<file path="src/rtl/pipe_ctrl_pkg.sv">
// Shared pipeline-control definitions: arbiter state encodings and defaults.
package pipe_ctrl_pkg;

  typedef logic [1:0] state_t;

  localparam state_t ST_IDLE  = 2'b00;
  localparam state_t ST_OWN_L = 2'b01;
  localparam state_t ST_OWN_M = 2'b10;

  localparam int MAX_HOLD_DEFAULT = 8;

  // True for either ownership state.
  function automatic logic is_own(input state_t s);
    return (s == ST_OWN_L) || (s == ST_OWN_M);
  endfunction

endpackage

</file>
<file path="src/rtl/mux_arbiter_if.sv">
// Request/grant and steering-data bundle between the two requesters and the arbiter.
interface mux_arbiter_if #(
  parameter int NBITS = 7
);

  logic             req_lsb;
  logic             req_msb;
  logic [NBITS-1:0] lsb;
  logic [NBITS-1:0] msb;
  logic             gnt_lsb;
  logic             gnt_msb;
  logic             dec;
  logic [NBITS-1:0] out;
  logic             out_valid;
  logic             preempt;

  modport master (
    output req_lsb, req_msb, lsb, msb,
    input  gnt_lsb, gnt_msb, dec, out, out_valid, preempt
  );

  modport slave (
    input  req_lsb, req_msb, lsb, msb,
    output gnt_lsb, gnt_msb, dec, out, out_valid, preempt
  );

endinterface

</file>
<file path="src/rtl/hold_counter.sv">
// Contended-hold counter: counts grant cycles while the other side waits.
module hold_counter #(
  parameter int CNT_W    = 8,
  parameter int MAX_HOLD = 8
) (
  input  logic clk,
  input  logic rst,
  input  logic clr_i,
  input  logic inc_i,
  output logic term_o
);

  logic [CNT_W-1:0] cnt_q;
  logic [CNT_W-1:0] cnt_d;

  // Clear has priority; the owner is forced off at terminal count, so no wrap.
  always_comb begin
    cnt_d = cnt_q;
    if (clr_i) begin
      cnt_d = '0;
    end else if (inc_i) begin
      cnt_d = cnt_q + 1'b1;
    end
  end

  // Counter register.
  always_ff @(posedge clk or posedge rst) begin
    if (rst) begin
      cnt_q <= '0;
    end else begin
      cnt_q <= cnt_d;
    end
  end

  assign term_o = (cnt_q == CNT_W'(MAX_HOLD - 1));

endmodule

</file>
<file path="src/rtl/mux_arbiter.sv">
// Round-robin arbiter with bounded hold, steering one 2:1 data mux.
//
//   state    | meaning
//   ---------+-------------------------------------------
//   ST_IDLE  | nobody owns the mux; dec keeps last value
//   ST_OWN_L | LSB side granted, dec = 0
//   ST_OWN_M | MSB side granted, dec = 1
module mux_arbiter
  import pipe_ctrl_pkg::*;
#(
  parameter int nbits    = 7,
  parameter int MAX_HOLD = MAX_HOLD_DEFAULT,
  parameter int CNT_W    = 8
) (
  input  logic          clk,
  input  logic          rst,
  mux_arbiter_if.slave  bus
);

  state_t state_q, state_d;
  logic   dec_q, dec_d;
  logic   last_msb_q, last_msb_d;
  logic   preempt_q, preempt_d;
  logic   cnt_clr, cnt_inc, cnt_term;
  logic [nbits-1:0] sel_data;

  hold_counter #(
    .CNT_W    (CNT_W),
    .MAX_HOLD (MAX_HOLD)
  ) u_hold_counter (
    .clk    (clk),
    .rst    (rst),
    .clr_i  (cnt_clr),
    .inc_i  (cnt_inc),
    .term_o (cnt_term)
  );

  // Next-state, hold counter control, and select/priority bookkeeping.
  always_comb begin
    state_d    = state_q;
    dec_d      = dec_q;
    last_msb_d = last_msb_q;
    preempt_d  = 1'b0;
    cnt_clr    = 1'b1;
    cnt_inc    = 1'b0;

    case (state_q)
      ST_OWN_L: begin
        if (!bus.req_lsb) begin
          state_d = bus.req_msb ? ST_OWN_M : ST_IDLE;
        end else if (bus.req_msb) begin
          if (cnt_term) begin
            state_d   = ST_OWN_M;
            preempt_d = 1'b1;
          end else begin
            cnt_clr = 1'b0;
            cnt_inc = 1'b1;
          end
        end
      end
      ST_OWN_M: begin
        if (!bus.req_msb) begin
          state_d = bus.req_lsb ? ST_OWN_L : ST_IDLE;
        end else if (bus.req_lsb) begin
          if (cnt_term) begin
            state_d   = ST_OWN_L;
            preempt_d = 1'b1;
          end else begin
            cnt_clr = 1'b0;
            cnt_inc = 1'b1;
          end
        end
      end
      default: begin
        // Also recovers the unused encoding 2'b11.
        if (bus.req_lsb && bus.req_msb) begin
          state_d = last_msb_q ? ST_OWN_L : ST_OWN_M;
        end else if (bus.req_lsb) begin
          state_d = ST_OWN_L;
        end else if (bus.req_msb) begin
          state_d = ST_OWN_M;
        end else begin
          state_d = ST_IDLE;
        end
      end
    endcase

    // A new owner moves the mux select and becomes the last-served side.
    if ((state_d != state_q) && is_own(state_d)) begin
      dec_d      = (state_d == ST_OWN_M);
      last_msb_d = (state_d == ST_OWN_M);
    end
  end

  // State, select and pulse registers; last_msb resets high so the first tie goes to LSB.
  always_ff @(posedge clk or posedge rst) begin
    if (rst) begin
      state_q    <= ST_IDLE;
      dec_q      <= 1'b0;
      last_msb_q <= 1'b1;
      preempt_q  <= 1'b0;
    end else begin
      state_q    <= state_d;
      dec_q      <= dec_d;
      last_msb_q <= last_msb_d;
      preempt_q  <= preempt_d;
    end
  end

  assign bus.gnt_lsb   = (state_q == ST_OWN_L);
  assign bus.gnt_msb   = (state_q == ST_OWN_M);
  assign bus.out_valid = bus.gnt_lsb | bus.gnt_msb;
  assign bus.dec       = dec_q;
  assign bus.preempt   = preempt_q;

  assign sel_data = dec_q ? bus.msb : bus.lsb;
  assign bus.out  = rst ? '0 : sel_data;

endmodule

</file>
<file path="src/flat_wrapper.sv">
// flat-port wrapper written by rule: the top's interface ports become plain ports
module mux_arbiter_flat import pipe_ctrl_pkg::*;
#(
  parameter int nbits    = 7,
  parameter int MAX_HOLD = MAX_HOLD_DEFAULT,
  parameter int CNT_W    = 8
)
  (clk, rst, bus_req_lsb, bus_req_msb, bus_lsb, bus_msb, bus_gnt_lsb, bus_gnt_msb, bus_dec, bus_out, bus_out_valid, bus_preempt);
  mux_arbiter_if bus_i ();
  input  logic clk;
  input  logic rst;
  input wire logic [$bits(bus_i.req_lsb)-1:0] bus_req_lsb;
  input wire logic [$bits(bus_i.req_msb)-1:0] bus_req_msb;
  input wire logic [$bits(bus_i.lsb)-1:0] bus_lsb;
  input wire logic [$bits(bus_i.msb)-1:0] bus_msb;
  output wire logic [$bits(bus_i.gnt_lsb)-1:0] bus_gnt_lsb;
  output wire logic [$bits(bus_i.gnt_msb)-1:0] bus_gnt_msb;
  output wire logic [$bits(bus_i.dec)-1:0] bus_dec;
  output wire logic [$bits(bus_i.out)-1:0] bus_out;
  output wire logic [$bits(bus_i.out_valid)-1:0] bus_out_valid;
  output wire logic [$bits(bus_i.preempt)-1:0] bus_preempt;
  assign bus_i.req_lsb = bus_req_lsb;
  assign bus_i.req_msb = bus_req_msb;
  assign bus_i.lsb = bus_lsb;
  assign bus_i.msb = bus_msb;
  assign bus_gnt_lsb = bus_i.gnt_lsb;
  assign bus_gnt_msb = bus_i.gnt_msb;
  assign bus_dec = bus_i.dec;
  assign bus_out = bus_i.out;
  assign bus_out_valid = bus_i.out_valid;
  assign bus_preempt = bus_i.preempt;
  mux_arbiter #(.nbits(nbits), .MAX_HOLD(MAX_HOLD), .CNT_W(CNT_W)) u_core (.clk(clk), .rst(rst), .bus(bus_i));
endmodule
</file>
<file path="config.mk">
export PLATFORM = sky130hd
export DESIGN_NAME = mux_arbiter_flat
export DESIGN_NICKNAME = d
export VERILOG_FILES = /design/src/rtl/pipe_ctrl_pkg.sv /design/src/rtl/mux_arbiter_if.sv /design/src/rtl/hold_counter.sv /design/src/rtl/mux_arbiter.sv /design/src/flat_wrapper.sv
export SDC_FILE = /design/constraint.sdc
export NUM_CORES = 1
export LEC_CHECK = 0
export CORE_MARGIN = 2
export CORE_UTILIZATION = 31
export CTS_CLUSTER_SIZE = 28
export DETAILED_ROUTE_END_ITERATION = 16
export HOLD_SLACK_MARGIN = 0.08
export PLACE_DENSITY = 0.61
export RECOVER_POWER = 100
export SLEW_MARGIN = 40
export SYNTH_ARGS = -nofsm -noshare
export SYNTH_HDL_FRONTEND = slang
export SYNTH_HIERARCHICAL = 1
export SYNTH_SLANG_ARGS = --single-unit
</file>
<file path="constraint.sdc">
create_clock -name clk -period 5.05 [get_ports clk]
set_input_delay 1.2625 -clock clk [delete_from_list [all_inputs] [get_ports clk]]
set_output_delay 1.2625 -clock clk [all_outputs]
set_load 0.005 [all_outputs]
</file>
==> run metrics, run 1 <==
root buffer cell clkbuf_4; total negative slack 0 ns; first-pass detailed-route iteration total 6; syn nets ~130; final WL 2251 microns; layout cells sized above 1 6.338%; n_diodes 0; Post-CTS Setup Bufs 0; Max Cap Viol 0; drt via density between 5 and 6; clk sinks 13; Max H-tree Level 1; final setup fails 0; Slew Limit Fails 0; Setup crit end kind output pin; kind of critical path input port to output pin; cell count after synthesis around 110; initial antenna violation count 0; GRT overflow 0; die height 59.57 microns; Net Switching ~0.24 mW; Sw Share approximately 45%; CTS Hold Bufs 0; top cell type's share of synthesized area between 30% and 40%; Max Clk Rate 0.2559 GHz; WP data required between 3 and 4 ns; die area 3548 sq um; Post-synth EDFFs 0; Max IR drop VDD about 0.00024 V; Pleak 0.5471 nW; normalized max-slew margin 61.61%; PwrDens between 400 and 500 nW/um^2; most common cell in the netlist nor2_1; Yosys reg bits 13; Starting Density between 30% and 40%; slew of the pin with the lowest slew margin ~0.57 ns; Placer Congestion 0.8171; post_cts resized 0; Critical Path AT ~2.7 ns; most area-hungry cell type in the Yosys netlist dfrtp_1; core region area roughly 3000 sq um; GRT Overall Usage between 10% and 20%; Int Power around 0.30 mW; ys async rst share 100.0%; drt drc 0; top cells by area, synth dfrtp_1 31%, mux2i_1 8.4%, nor2_1 7.5%; reg-to-reg setup timing slack between 1.5 and 2 ns; sequential area share after synthesis approximately a third; YS warnings 6; CTS Buffer Depth 2; worst-skew pair later-pin latency 0.28 ns; post-synthesis cell type count 38; Final Skew about 0.0052 ns; routed length per instance 12.86 microns; Worst setup SP type input port; die width 59.57 microns; CTS tree built; Max FO, Critical Path 9; final hold vios 0; Hold WC Path Type register to register; number of top-level pins 30; Final min period about 4 ns; FP Rows 20; run status finished, final reports clean; Gate power share roughly three fifths; total number of vias 930; ANT nets after route 0; NumNets Final ~170; Post-DP HPWL approximately 1800 microns; Num CTS Buffers 3; global-route wire length before repair around 3600 microns; Syn-to-layout area delta 35.29%; commonest register cell after synthesis dfrtp_1; largest net degree at the start of global routing 13; final core utilization between 40% and 50%; vias in the first global route 853; Clk pin slew, worst setup/hold paths 0.09 ns; commonest cells in the netlist 19 x nor2_1, 12 x dfrtp_1, 8 x mux2i_1, 8 x nand2_1, 7 x inv_1; mapped cell area roughly 960 sq um; syn avg cell area about 8.5 sq um; DRT iter0 DRCs 23; final worst-path cycle share between 70 and 80%; clock power share between 10% and 20%; port buffer count 29; Reg power frac approximately 28%; RSZ-0062 raised after global routing false
## metrics by stage
stage	instance area, sq um	instances	hold slack, ns	setup slack [ns]	total power [mW]
final	1295	175	0.5340	1.142	0.5416
after global routing	1295	175	0.5816	1.066	0.5964
after CTS	1300	175	0.5372	1.266	0.5610
after detailed placement	1272	171	0.5234	1.263	0.4912
after global placement	1272	171	0.5260	1.310	0.4867
after floorplan	957.2	112	0.4989	2.040	0.3870
## power by group through the flow
stage | logic (mW) | registers, mW | clock network [mW]
after floorplan | 0.249 | 0.138 | 0
after global placement | 0.334 | 0.153 | 0
after detailed placement | 0.339 | 0.152 | 0
after CTS | 0.340 | 0.151 | 0.0705
after global routing | 0.365 | 0.155 | 0.0768
final | 0.325 | 0.151 | 0.0653
## cell usage in the layout (no fill, tap or decap), drive strengths merged, types with 4 or more instances in the layout
cell / synthesis / routed
o21ai: 4 / 4
clkbuf: 2 / 4
a21oi: 6 / 6
mux2i: 8 / 8
nor2: 19 / 19
nand2: 8 / 8
dfrtp: 12 / 12
dlygate4sd3: 0 / 15
o211ai: 4 / 4
inv: 7 / 7
ha: 4 / 4
clkdlybuf4s50: 0 / 14
## metal layers
metal  vias to the layer above  GRT usage, %  part of all wire, %
met4                         0         3.175                 0.93
met2                        16         22.14                   50
met1                       437         16.82                   46
li1                        472             -                    -
met5                         -             0                    0
met3                         5         3.493                  3.0
## sequential cells by signal, indices dropped and copies added (netlist names)
name and count:
u_core/bus.preempt 1, u_core/bus.dec 1, u_core/last_msb_q 1, u_core/u_hold_counter/cnt_q 8
u_core/state_q 2
## final cells by class
type / instances / area, sq um
fill: 300 / 1708
multi-input combinational: 87 / 571.8
sequential: 13 / 326.6
timing repair buffer: 31 / 301.5
tap: 33 / 41.29
inverter: 7 / 26.28
clock buffer: 3 / 22.52
clock inverter: 1 / 5.005
## final timing paths
check | end | cells after the start | start
min in group asynchronous | u_core/bus.dec | 2 | rst
max in group asynchronous | u_core/u_hold_counter/cnt_q[7] | 2 | rst
worst min-delay path | u_core/last_msb_q | 2 | u_core/last_msb_q
worst min register to register | u_core/last_msb_q | 2 | u_core/last_msb_q
worst max-delay path | bus_out[0] | 3 | rst
worst max register to register | u_core/bus.dec | 10 | u_core/u_hold_counter/cnt_q[3]
## logic make-up (layout without fill, tap and decap cells)
| family | Yosys count | in the layout | synth area share [%] |
|---|---|---|---|
| AO/OA/AOI/OAI | 25 | 25 | 19.35 |
| XOR/XNOR | 4 | 4 | 3.661 |
| adder cells (fa/ha/maj) | 4 | 4 | 5.229 |
| buffers and inverters | 12 | 42 | 6.014 |
| flip-flops | 13 | 13 | 34.12 |
| multiplexers | 8 | 8 | 8.366 |
| AND/OR/NAND/NOR | 46 | 46 | 23.27 |
## worst max-delay path, cell delays in order
cell           delay, ns
dlygate4sd3_1       0.71
nor2_1              0.09
dlygate4sd3_1       0.59
(Power assumes the default switching activity.)
==> run 2, diff against run 1 <==
--- a/config.mk
+++ b/config.mk
@@ -10,7 +10,7 @@
 export CTS_CLUSTER_SIZE = 28
 export DETAILED_ROUTE_END_ITERATION = 16
 export HOLD_SLACK_MARGIN = 0.08
-export PLACE_DENSITY = 0.61
+export PLACE_DENSITY = 0.63
 export RECOVER_POWER = 100
 export SLEW_MARGIN = 40
 export SYNTH_ARGS = -nofsm -noshare
==> constraint.sdc (replaced) <==
create_clock -name clk -period 3.35 [get_ports clk]
set_input_delay 0.8375 -clock clk [delete_from_list [all_inputs] [get_ports clk]]
set_output_delay 0.8375 -clock clk [all_outputs]
set_load 0.005 [all_outputs]
==> run 2 against run 1 <==
Clock power increased by 52%. Highest routed layer unchanged. Cell area is 1.9% higher. Critical path depth increased by 7. Clock skew fell by 0.0023 ns. Die area stayed put. Sequential share of layout area down 0.48 points. Via count up 1.6%. Sequential power rose by 52%. Core utilization grew 0.83 points.
==> run metrics, run 2 (synthesis gave the netlist of run 1 again) <==
Critical Path AT 3.36 ns (+0.71 ns); Num CTS Buffers 3 (unchanged); vias in the first global route 902 (+5.7%); commonest cells after routing, fill and taps aside 28 x clkdlybuf4s50_1, 19 x nor2_1, 12 x dfrtp_1, 8 x nand2_1, 8 x mux2i_1; WP data required 3.55 ns (-0.24 ns); Max Clk Rate 0.3172 GHz; ANT nets after route 0 (unchanged); Clk pin slew, worst setup/hold paths 0.09 ns (about the same); fill count 307 (+2.3%); GRT Overall Usage 14.44% (+1.3 points); n_diodes 0 (unchanged); first-pass detailed-route iteration total 4 (-2); Fin Hold WS 0.5433 ns (+0.009311 ns); die area 3548 sq um (unchanged); final setup fails 0 (unchanged); Reg with most FFs u_core/u_hold_counter/cnt_q; slew of the pin with the lowest slew margin 0.5860 ns (+0.01740 ns); worst path bufs/invs 1 (-1); final worst-path cycle share between 90 and 100%; routed length per instance 13.46 microns (+4.6%); hold path cells 2 (unchanged); CP max stage cell or4_1; CTS Buffer Depth 2 (unchanged); commonest non-fill, non-tap cell in the layout clkdlybuf4s50_1; GRT overflow 0 (unchanged); Final Worst Setup Slack 0.1977 ns (-0.9440 ns); Max IR drop VDD 0.0004645 V (+91%); core region area 3003 sq um (unchanged); most frequent CP cell o211ai_1; PwrDens 646.2 nW/um^2 (+55%); initial antenna violation count 0 (unchanged); CTS tree built; largest registers u_core/u_hold_counter/cnt_q: 8 flops, u_core/state_q: 2 flops; worst-skew pair later-pin latency 0.28 ns (about the same); NumNets Final 167 (+1.2%); post-layout instance area 1320 sq um (+1.9%); kind of critical path register to register; drt via density 5.339 (+0.46%); Starting Density 31.87% (unchanged); largest net degree at the start of global routing 13 (unchanged); number of top-level pins 30 (unchanged); total negative slack 0 ns (unchanged); final hold vios 0 (unchanged); Syn-to-layout area delta 37.91%; dpl ws 0.1287 ns (-1.135 ns); DRT iter0 DRCs 24 (+4.3%); Final min period approximately 3.2 ns; Placer Congestion 0.9506 (+16%); normalized max-slew margin 60.44% (-1.2 points); Hold WC Path Type register to register; Pleak 0.5369 nW (-1.9%); worst r2r path cells 10 (unchanged); Max stage delay on crit path 0.55 ns (-0.16 ns); FP Rows 20 (unchanged); Top Family by Delay on Critical Path simple AND/OR/NAND/NOR gates; CTS Hold Bufs 0 (unchanged); Max H-tree Level 1 (unchanged); drt drc 0 (unchanged); die width 59.57 microns (unchanged); DP Area 1287 sq um (+1.2%); port buffer count 29 (unchanged); clk sinks 13 (unchanged); max reg flops 8 (unchanged); Levels on crit path 10 (+7); RSZ-0062 raised after global routing false; root buffer cell clkbuf_4; Post-DP HPWL 1866 microns (+5.1%); Final Skew 0.002896 ns (-0.002341 ns); Slew Limit Fails 0 (unchanged); total number of vias 945 (+1.6%); Max FO, Critical Path 6 (-3); die height 59.57 microns (unchanged); Max Cap Viol 0 (unchanged); crit-path cells or4_1 -> nor3_2 -> buf_4 -> a211oi_1 -> o41ai_1 -> ha_1 -> nor3_1 -> o211ai_1 -> a21bo_2 -> o211ai_1; Setup crit end kind register; final WL 2382 microns (+5.8%); layout cells sized above 1 9.028% (+2.7 points); global-route wire length before repair 3981 microns (+10%); run status finished, final reports clean; Worst setup SP type register
[run 2: changes by cell type in the layout (fill, tap and decap cells not counted)]
cell | before | now
clkdlybuf4s50_1 | 14 | 28
and2_0 | 1 | 0
and2_1 | 0 | 1
buf_4 | 1 | 4
o2111ai_2 | 0 | 1
o2111ai_1 | 1 | 0
clkbuf_1 | 1 | 0
dlygate4sd3_1 | 15 | 1
[run 2: layout make-up]
type                    instances  area [sq um]  share of cell area, %
well taps                      33         41.29                  3.128
clock inverters                 1         5.005                 0.3791
inverters                       7         26.28                  1.991
repair buffers                 33         320.3                  24.27
clock buffers                   3         22.52                  1.706
multi-input cells              87         578.1                  43.79
flip-flops and latches         13         326.6                  24.74
[run 2: metrics by stage]
step / instances / power, mW / utilization (%)
after floorplan: 112 / 0.5834 / -
after global placement: 173 / 0.7417 / 42.88
after detailed placement: 173 / 0.7499 / 42.88
after CTS: 177 / 0.8540 / 43.79
after global routing: 177 / 0.9326 / 43.96
final: 177 / 0.8530 / 43.96
[run 2: path summary, 6_finish.rpt]
| kind | startpoint | endpoint | slack [ns] |
|---|---|---|---|
| worst max register to register | u_core/u_hold_counter/cnt_q[3] | u_core/bus.dec | 0.20 |
| max in group asynchronous | rst | u_core/u_hold_counter/cnt_q[7] | 2.00 |
| worst max-delay path | u_core/u_hold_counter/cnt_q[3] | u_core/bus.dec | 0.20 |
| worst min-delay path | u_core/last_msb_q | u_core/last_msb_q | 0.54 |
| worst min register to register | u_core/last_msb_q | u_core/last_msb_q | 0.54 |
| min in group asynchronous | rst | u_core/bus.dec | 1.06 |
[run 2: worst register-to-register path, cell delays in order (launching register included)]
cell      delay (ns)
dfrtp_1         0.45
or4_1           0.55
nor3_2          0.24
buf_4           0.20
a211oi_1        0.08
o41ai_1         0.42
ha_1            0.36
nor3_1          0.24
o211ai_1        0.21
a21bo_2         0.25
o211ai_1        0.08
[run 2: timing repair]
item | 4_1_cts | 5_1_grt
resized for setup | 0 | 1
buffers inserted | 0 | 0
endpoints found under the setup margin | 0 | 2
[run 2: where the power goes]
group	internal (mW)	total (mW)	leakage, nW	switching, mW
Combinational	0.244	0.525	0.344	0.281
Sequential	0.183	0.229	0.175	0.0459
Clock	0.0443	0.0993	0.0177	0.0550
[run 2: layer usage]
metal	up-vias	part of all wire (%)	GRT usage, %
met5	-	0	0
met4	0	0.92	3.175
met3	2	4.0	3.275
met2	25	49	23.55
met1	450	46	19.47
li1	468	-	-
